$ cat config.mk
export PLATFORM = sky130hd
export DESIGN_NAME = instr_fetch_unit
export DESIGN_NICKNAME = d
export VERILOG_FILES = /design/src/rtl/fetch_pkg.sv /design/src/rtl/fetch_watchdog.sv /design/src/rtl/instr_fetch_unit.sv
export SDC_FILE = /design/constraint.sdc
export NUM_CORES = 1
export LEC_CHECK = 0
export ABC_AREA = 1
export CORE_MARGIN = 3
export CORE_UTILIZATION = 41
export CTS_CLUSTER_SIZE = 20
export DETAILED_ROUTE_END_ITERATION = 10
export PLACE_DENSITY_LB_ADDON = 0.05
export SYNTH_ARGS = -nofsm -noshare
export SYNTH_HDL_FRONTEND = slang
export SYNTH_HIERARCHICAL = 1
export SYNTH_SLANG_ARGS = --single-unit
$ cat constraint.sdc
create_clock -name clk -period 1.6 [get_ports clk]
set_input_delay 0.32 -clock clk [delete_from_list [all_inputs] [get_ports clk]]
set_output_delay 0.32 -clock clk [all_outputs]
set_load 0.03 [all_outputs]
$ cat src/rtl/fetch_pkg.sv
// Shared types and constants for the instruction fetch unit.
package fetch_pkg;

  typedef enum logic [1:0] {
    FETCH,
    WAIT,
    DRAIN,
    HOLD
  } fetch_state_t;

  localparam logic [31:0] PC_STEP = 32'd4;

endpackage

$ cat src/rtl/fetch_watchdog.sv
// Response watchdog: counts cycles while enabled, flags the last allowed cycle.
module fetch_watchdog #(
  parameter int TIMEOUT_CYC = 16
) (
  input  logic clk,
  input  logic rst,
  input  logic clear,
  input  logic enable,
  output logic expired
);

  localparam int CW = $clog2(TIMEOUT_CYC);
  localparam logic [CW-1:0] LAST = CW'(TIMEOUT_CYC - 1);

  logic [CW-1:0] count;

  // NOTE: sequential state uses non-blocking assignments so every flop samples pre-edge values.
  always_ff @(posedge clk) begin
    if (rst || clear) begin
      count <= '0;
    end else if (enable && count != LAST) begin
      count <= count + CW'(1);
    end
  end

  // The owner leaves WAIT/DRAIN on this cycle, so the count never needs to wrap.
  assign expired = enable && (count == LAST);

endmodule

$ cat src/rtl/instr_fetch_unit.sv
// Instruction fetch: owns the PC, issues single-outstanding reads, and hands
// fetched words to decode under valid/ready with branch redirect support.
module instr_fetch_unit
  import fetch_pkg::*;
#(
  parameter logic [31:0] RESET_PC    = 32'h0000_0000,
  parameter int          TIMEOUT_CYC = 16
) (
  input  logic        clk,
  input  logic        rst,
  output logic        imem_req,
  output logic [31:0] imem_addr,
  input  logic        imem_rvalid,
  input  logic [31:0] imem_rdata,
  output logic        instr_valid,
  output logic [31:0] instr,
  output logic [31:0] instr_pc,
  input  logic        instr_ready,
  input  logic        redirect,
  input  logic [31:0] redirect_target,
  output logic        fetch_err
);

  fetch_state_t state;
  logic [31:0]  pc;
  logic [31:0]  target;
  logic         wd_clear;
  logic         wd_enable;
  logic         wd_expired;

  assign target = redirect_target & ~32'h3;

  // A request leaves only from FETCH, never while rst is held or when squashed.
  assign imem_req  = (state == FETCH) && !redirect && !rst;
  assign imem_addr = pc;

  assign wd_clear  = imem_req || ((state == WAIT) && redirect && !imem_rvalid);
  assign wd_enable = (state == WAIT) || (state == DRAIN);

  fetch_watchdog #(
    .TIMEOUT_CYC (TIMEOUT_CYC)
  ) u_watchdog (
    .clk     (clk),
    .rst     (rst),
    .clear   (wd_clear),
    .enable  (wd_enable),
    .expired (wd_expired)
  );

  always_ff @(posedge clk) begin
    if (rst) begin
      state       <= FETCH;
      pc          <= RESET_PC;
      instr_valid <= 1'b0;
      instr       <= '0;
      instr_pc    <= '0;
      fetch_err   <= 1'b0;
    end else begin
      case (state)
        FETCH: begin
          if (redirect) pc <= target;
          else          state <= WAIT;
        end
        WAIT: begin
          if (imem_rvalid) begin
            if (redirect) begin
              pc    <= target;
              state <= FETCH;
            end else begin
              instr       <= imem_rdata;
              instr_pc    <= pc;
              pc          <= pc + PC_STEP;
              instr_valid <= 1'b1;
              state       <= HOLD;
            end
          end else if (redirect) begin
            pc    <= target;
            state <= DRAIN;
          end else if (wd_expired) begin
            fetch_err <= 1'b1;
            state     <= FETCH;
          end
        end
        DRAIN: begin
          // The stale response is dropped; only the latest redirect target survives.
          if (redirect) pc <= target;
          if (imem_rvalid) begin
            state <= FETCH;
          end else if (wd_expired) begin
            fetch_err <= 1'b1;
            state     <= FETCH;
          end
        end
        HOLD: begin
          if (redirect) begin
            instr_valid <= 1'b0;
            pc          <= target;
            state       <= FETCH;
          end else if (instr_ready) begin
            instr_valid <= 1'b0;
            state       <= FETCH;
          end
        end
        default: state <= FETCH;
      endcase
    end
  end

endmodule

==> impl_metrics.tcl <==
set metrics [dict create \
    outcome "complete, but fails checks" \
    violations_in_the_final_reports "negative setup slack" \
    clkSlewWorstSetupHoldPaths_ns 0.07 \
    floorplan.die.height_um 117 \
    detail_route.drc_violations 0 \
    tightestPinTransition_ns 0.596 \
    maximum_root_to_sink_buffer_count 2 \
    area_leader_netlist "sky130_fd_sc_hd__dfxtp_1" \
    max-slew-margin-rel_pct 60.3 \
    grt_first_pass_wirelength_um 24500 \
    holdCritPathClass "input port to flip-flop" \
    regToRegStartpoint "state[1]$_SDFFE_PP0P_" \
    rrSetupSlack_ns -0.05 \
    timing.final.ws_setup_ns -0.0968 \
    critPathCaptureType "primary output" \
    track_usage_pct 21.1 \
    gp_congestion 0.867 \
    power.density_nw_per_um2 829 \
    worstHoldPathCells 3 \
    vdd_drop_max_mv 0.584 \
    report.final.hold_viol_count 0 \
    io_buffers 165 \
    final_std_cells_w_o_fill 1083 \
    min_from "rst" \
    max_stage_delay_ns 0.32 \
    critPathLaunchType "flip-flop" \
    synth-seq-area-share_pct 40.9 \
    dp_cells 1058 \
    yosys_top_cell_area_share_pct 40.9 \
    critical_path.n_buffers_inverters 5 \
    worstReg2RegEnd "imem_addr[26]$_SDFF_PP0_" \
    yosys.cell_types.count 34 \
    die_area_um2 13800 \
    clock_latency_reported_for_the_late_side_of_the_worst_skew_pair_ns 0.35 \
    routedWlPerCell_um 13.6 \
    antenna_found_initial 0 \
    grt_setup_unrepaired "yes" \
    fin_skew_ns 0.00866 \
    fin_setup_tns_ns -0.266 \
    grt_max_degree 53 \
    crit_path_top_delay_cell "sky130_fd_sc_hd__dfxtp_2" \
    std_cell_rows 40 \
    synthCells 717 \
    power.static_leakage_nw 3.47 \
    first_pass_drt_iterations 5 \
    die_width_um 117 \
    fill_cells 1108 \
    num_io_pins 168 \
    htree_levels 3 \
    post-layout-total-power_mw 6.44 \
    timing.final.setup_violations 5 \
    worst_path_dominant_cell_family "buffers and inverters" \
    ctsRootBufferMaster "sky130_fd_sc_hd__clkbuf_16" \
    final_layout_size_suffix_gt1_share_pct 17.8 \
    grt_overflow_total 0 \
    critical_path.max_fanout 2 \
    nNetsFinal 987 \
    antenna_violating_nets_post_route 0 \
    timing.final.max_slew_violations 0 \
    r2r_cells 13 \
    first_global_vias 5120 \
    fmax_mhz 589 \
    start_util_pct 42.2 \
    synthesis_stage_register_bit_count 104 \
    cp_cell_sequence "inv_2 -> buf_4 -> ha_4 -> inv_2 -> nor3_4 -> buf_4 -> buf_6" \
    syn_nets 794 \
    crit_required_ns 1.28 \
    synth.avg_cell_area_um2 7.10 \
    route.vias.total 5378 \
    totalWireLength_um 14700 \
    diodes 0 \
    finalCoreUtilization_pct 64.4 \
    cts_tree "yes" \
    routed_via_density 4.97 \
    critPathKind "flip-flop to primary output" \
    maxCapViolCount 0 \
    hold-path-endpoint "state[1]$_SDFFE_PP0P_" \
    worst-endpoint-arrival_ns 1.38 \
    synthesis.area_um2 5090 \
    clock_sinks 104 \
    final.period_utilization_pct 106 \
    shortest_period_the_worst_path_allows_ns 1.70 \
    yosysWarnings 6 \
    numCtsBuffers 9 \
    drt-initial-drc-count 226 \
    core_area_um2 12100 \
    synthTopCellsByArea "sky130_fd_sc_hd__dfxtp_1, sky130_fd_sc_hd__nand2_1, sky130_fd_sc_hd__nand3_1" \
    syn2layout_area_growth_pct 52.5 \
    dp.final_hpwl_um 10900 \
]
[per-stage QoR]
| stage | hold WS (ns) | setup WS, ns | cell area, µm² |
|---|---|---|---|
| after floorplan | 0.453 | 0.0772 | 5100 |
| after global placement | 0.445 | -0.188 | 7260 |
| after detailed placement | 0.449 | -0.269 | 7260 |
| after CTS | 0.359 | -0.113 | 7500 |
| after global routing | 0.395 | -0.160 | 7760 |
| final | 0.377 | -0.0968 | 7760 |
[how the worst max path moves through the flow]
| stage | startpoint | end | slack [ns] | cells after the start |
|---|---|---|---|---|
| final | state[1]$_SDFFE_PP0P_ | imem_req | -0.1 | 7 |
| after global placement | redirect | u_watchdog/count[1]$_SDFFE_PP0P_ | -0.19 | 7 |
| after CTS | state[1]$_SDFFE_PP0P_ | imem_req | -0.11 | 7 |
| after global routing | state[1]$_SDFFE_PP0P_ | imem_addr[26]$_SDFF_PP0_ | -0.16 | 13 |
| after floorplan | imem_addr[2]$_SDFF_PP0_ | imem_addr[24]$_SDFF_PP0_ | 0.08 | 10 |
| after detailed placement | redirect | state[0]$_SDFFE_PP0P_ | -0.27 | 6 |
[report_power, final]
part / switching [mW] / internal [mW]
logic: 0.696 / 0.546
registers: 0.111 / 2.70
clock network: 0.974 / 1.41
total: 1.78 / 4.66
[worst reg2reg max path: stages (launching register included)]
cell                      delay [ns]
sky130_fd_sc_hd__dfxtp_2        0.32
sky130_fd_sc_hd__inv_2          0.06
sky130_fd_sc_hd__buf_6          0.09
sky130_fd_sc_hd__buf_6          0.11
sky130_fd_sc_hd__ha_4           0.16
sky130_fd_sc_hd__nand3_4        0.10
sky130_fd_sc_hd__nor2_8         0.14
sky130_fd_sc_hd__nand3_4        0.10
sky130_fd_sc_hd__nor2_4         0.17
sky130_fd_sc_hd__nand2_1        0.08
sky130_fd_sc_hd__nand2_1        0.06
sky130_fd_sc_hd__nand3_1        0.06
sky130_fd_sc_hd__nand2_1        0.07
sky130_fd_sc_hd__inv_1          0.04
[timing repair]
| item | in CTS | in global routing |
|---|---|---|
| resized for setup | 108 | 65 |
| hold buffers | 0 | 0 |
| setup buffers | 2 | 7 |
| setup endpoints to repair | 107 | 51 |
| pin swaps | 0 | 20 |
[sequential cells by signal (all words and copies together) (netlist names)]
| name | cells |
|---|---|
| instr_valid | 1 |
| u_watchdog/count | 4 |
| fetch_err | 1 |
| instr_pc | 32 |
| instr | 32 |
| imem_addr | 32 |
| state | 2 |
[area by class of cell]
class                   count  area [µm²]  area share [%]
multi-input cells         510        2790            35.9
repair buffers            225        2120            27.3
flip-flops and latches    104        2100            27.0
clock buffers              11         243            3.13
inverters                  60         228            2.93
well taps                 168         210            2.71
clock inverters             5        80.1            1.03
[cells in the final DEF (no fill, tap or decap), types with 4 or more instances in the layout]
master	n
sky130_fd_sc_hd__clkbuf_16	9
sky130_fd_sc_hd__o21ai_1	5
sky130_fd_sc_hd__dlygate4sd2_1	94
sky130_fd_sc_hd__xor2_1	6
sky130_fd_sc_hd__buf_6	10
sky130_fd_sc_hd__nor2_4	10
sky130_fd_sc_hd__o211ai_1	5
sky130_fd_sc_hd__nand2_4	5
sky130_fd_sc_hd__nand3_1	93
sky130_fd_sc_hd__o21ai_0	15
sky130_fd_sc_hd__nand2_1	155
sky130_fd_sc_hd__nand4_1	10
sky130_fd_sc_hd__ha_1	4
sky130_fd_sc_hd__nor3_1	4
sky130_fd_sc_hd__a21oi_1	73
sky130_fd_sc_hd__nand2_2	8
sky130_fd_sc_hd__clkdlybuf4s50_1	63
sky130_fd_sc_hd__buf_12	9
sky130_fd_sc_hd__nor2_1	66
sky130_fd_sc_hd__inv_2	10
sky130_fd_sc_hd__dfxtp_2	9
sky130_fd_sc_hd__buf_4	42
sky130_fd_sc_hd__ha_4	4
sky130_fd_sc_hd__inv_1	48
sky130_fd_sc_hd__clkdlybuf4s15_1	4
sky130_fd_sc_hd__xnor2_1	5
sky130_fd_sc_hd__a21oi_2	13
sky130_fd_sc_hd__dfxtp_1	94
sky130_fd_sc_hd__nor2_2	6
[logic make-up (layout without fill, tap and decap cells)]
family	count (synthesis)	in the layout	synth area share [%]
multiplexers	1	1	0.197
XOR/XNOR	13	13	2.24
flip-flops	104	104	40.9
adder cells (fa/ha/maj)	8	8	1.97
buffers and inverters	103	301	8.14
AO/OA/AOI/OAI	115	115	11.9
AND/OR/NAND/NOR	373	373	34.7
[per-layer routing]
| metal | up-vias | global-route usage [%] | routed length, µm |
|---|---|---|---|
| met4 | 0 | 7.04 | 208 |
| met1 | 2478 | 27.6 | 6490 |
| met2 | 159 | 34.4 | 7070 |
| li1 | 2725 | - | - |
| met5 | - | 0 | 0 |
| met3 | 16 | 5.06 | 964 |
[Yosys cell counts]
library cell / instances
sky130_fd_sc_hd__a31oi_1: 1
sky130_fd_sc_hd__nand3_4: 3
sky130_fd_sc_hd__clkbuf_1: 20
sky130_fd_sc_hd__a311oi_1: 1
sky130_fd_sc_hd__or2_2: 1
sky130_fd_sc_hd__o211ai_1: 5
sky130_fd_sc_hd__a21oi_2: 2
sky130_fd_sc_hd__o21ai_1: 3
sky130_fd_sc_hd__inv_1: 51
sky130_fd_sc_hd__nor3_1: 7
sky130_fd_sc_hd__dfxtp_1: 104
sky130_fd_sc_hd__nor2_1: 72
sky130_fd_sc_hd__inv_2: 7
sky130_fd_sc_hd__nor2_2: 2
sky130_fd_sc_hd__ha_1: 8
sky130_fd_sc_hd__nor2_4: 8
sky130_fd_sc_hd__nand3_2: 1
sky130_fd_sc_hd__nand4_1: 10
sky130_fd_sc_hd__nand2_2: 6
sky130_fd_sc_hd__buf_2: 19
sky130_fd_sc_hd__mux2i_1: 1
sky130_fd_sc_hd__nand2_4: 3
sky130_fd_sc_hd__xnor2_1: 6
sky130_fd_sc_hd__clkinv_1: 2
sky130_fd_sc_hd__a21oi_1: 84
sky130_fd_sc_hd__nand3_1: 95
sky130_fd_sc_hd__buf_1: 3
sky130_fd_sc_hd__nand2_1: 159
sky130_fd_sc_hd__nand3b_1: 3
sky130_fd_sc_hd__buf_4: 1
sky130_fd_sc_hd__nor2_8: 3
sky130_fd_sc_hd__o21ai_0: 18
sky130_fd_sc_hd__xor2_1: 7
sky130_fd_sc_hd__a221oi_1: 1
Note: power is estimated with default switching activity, not from simulation.
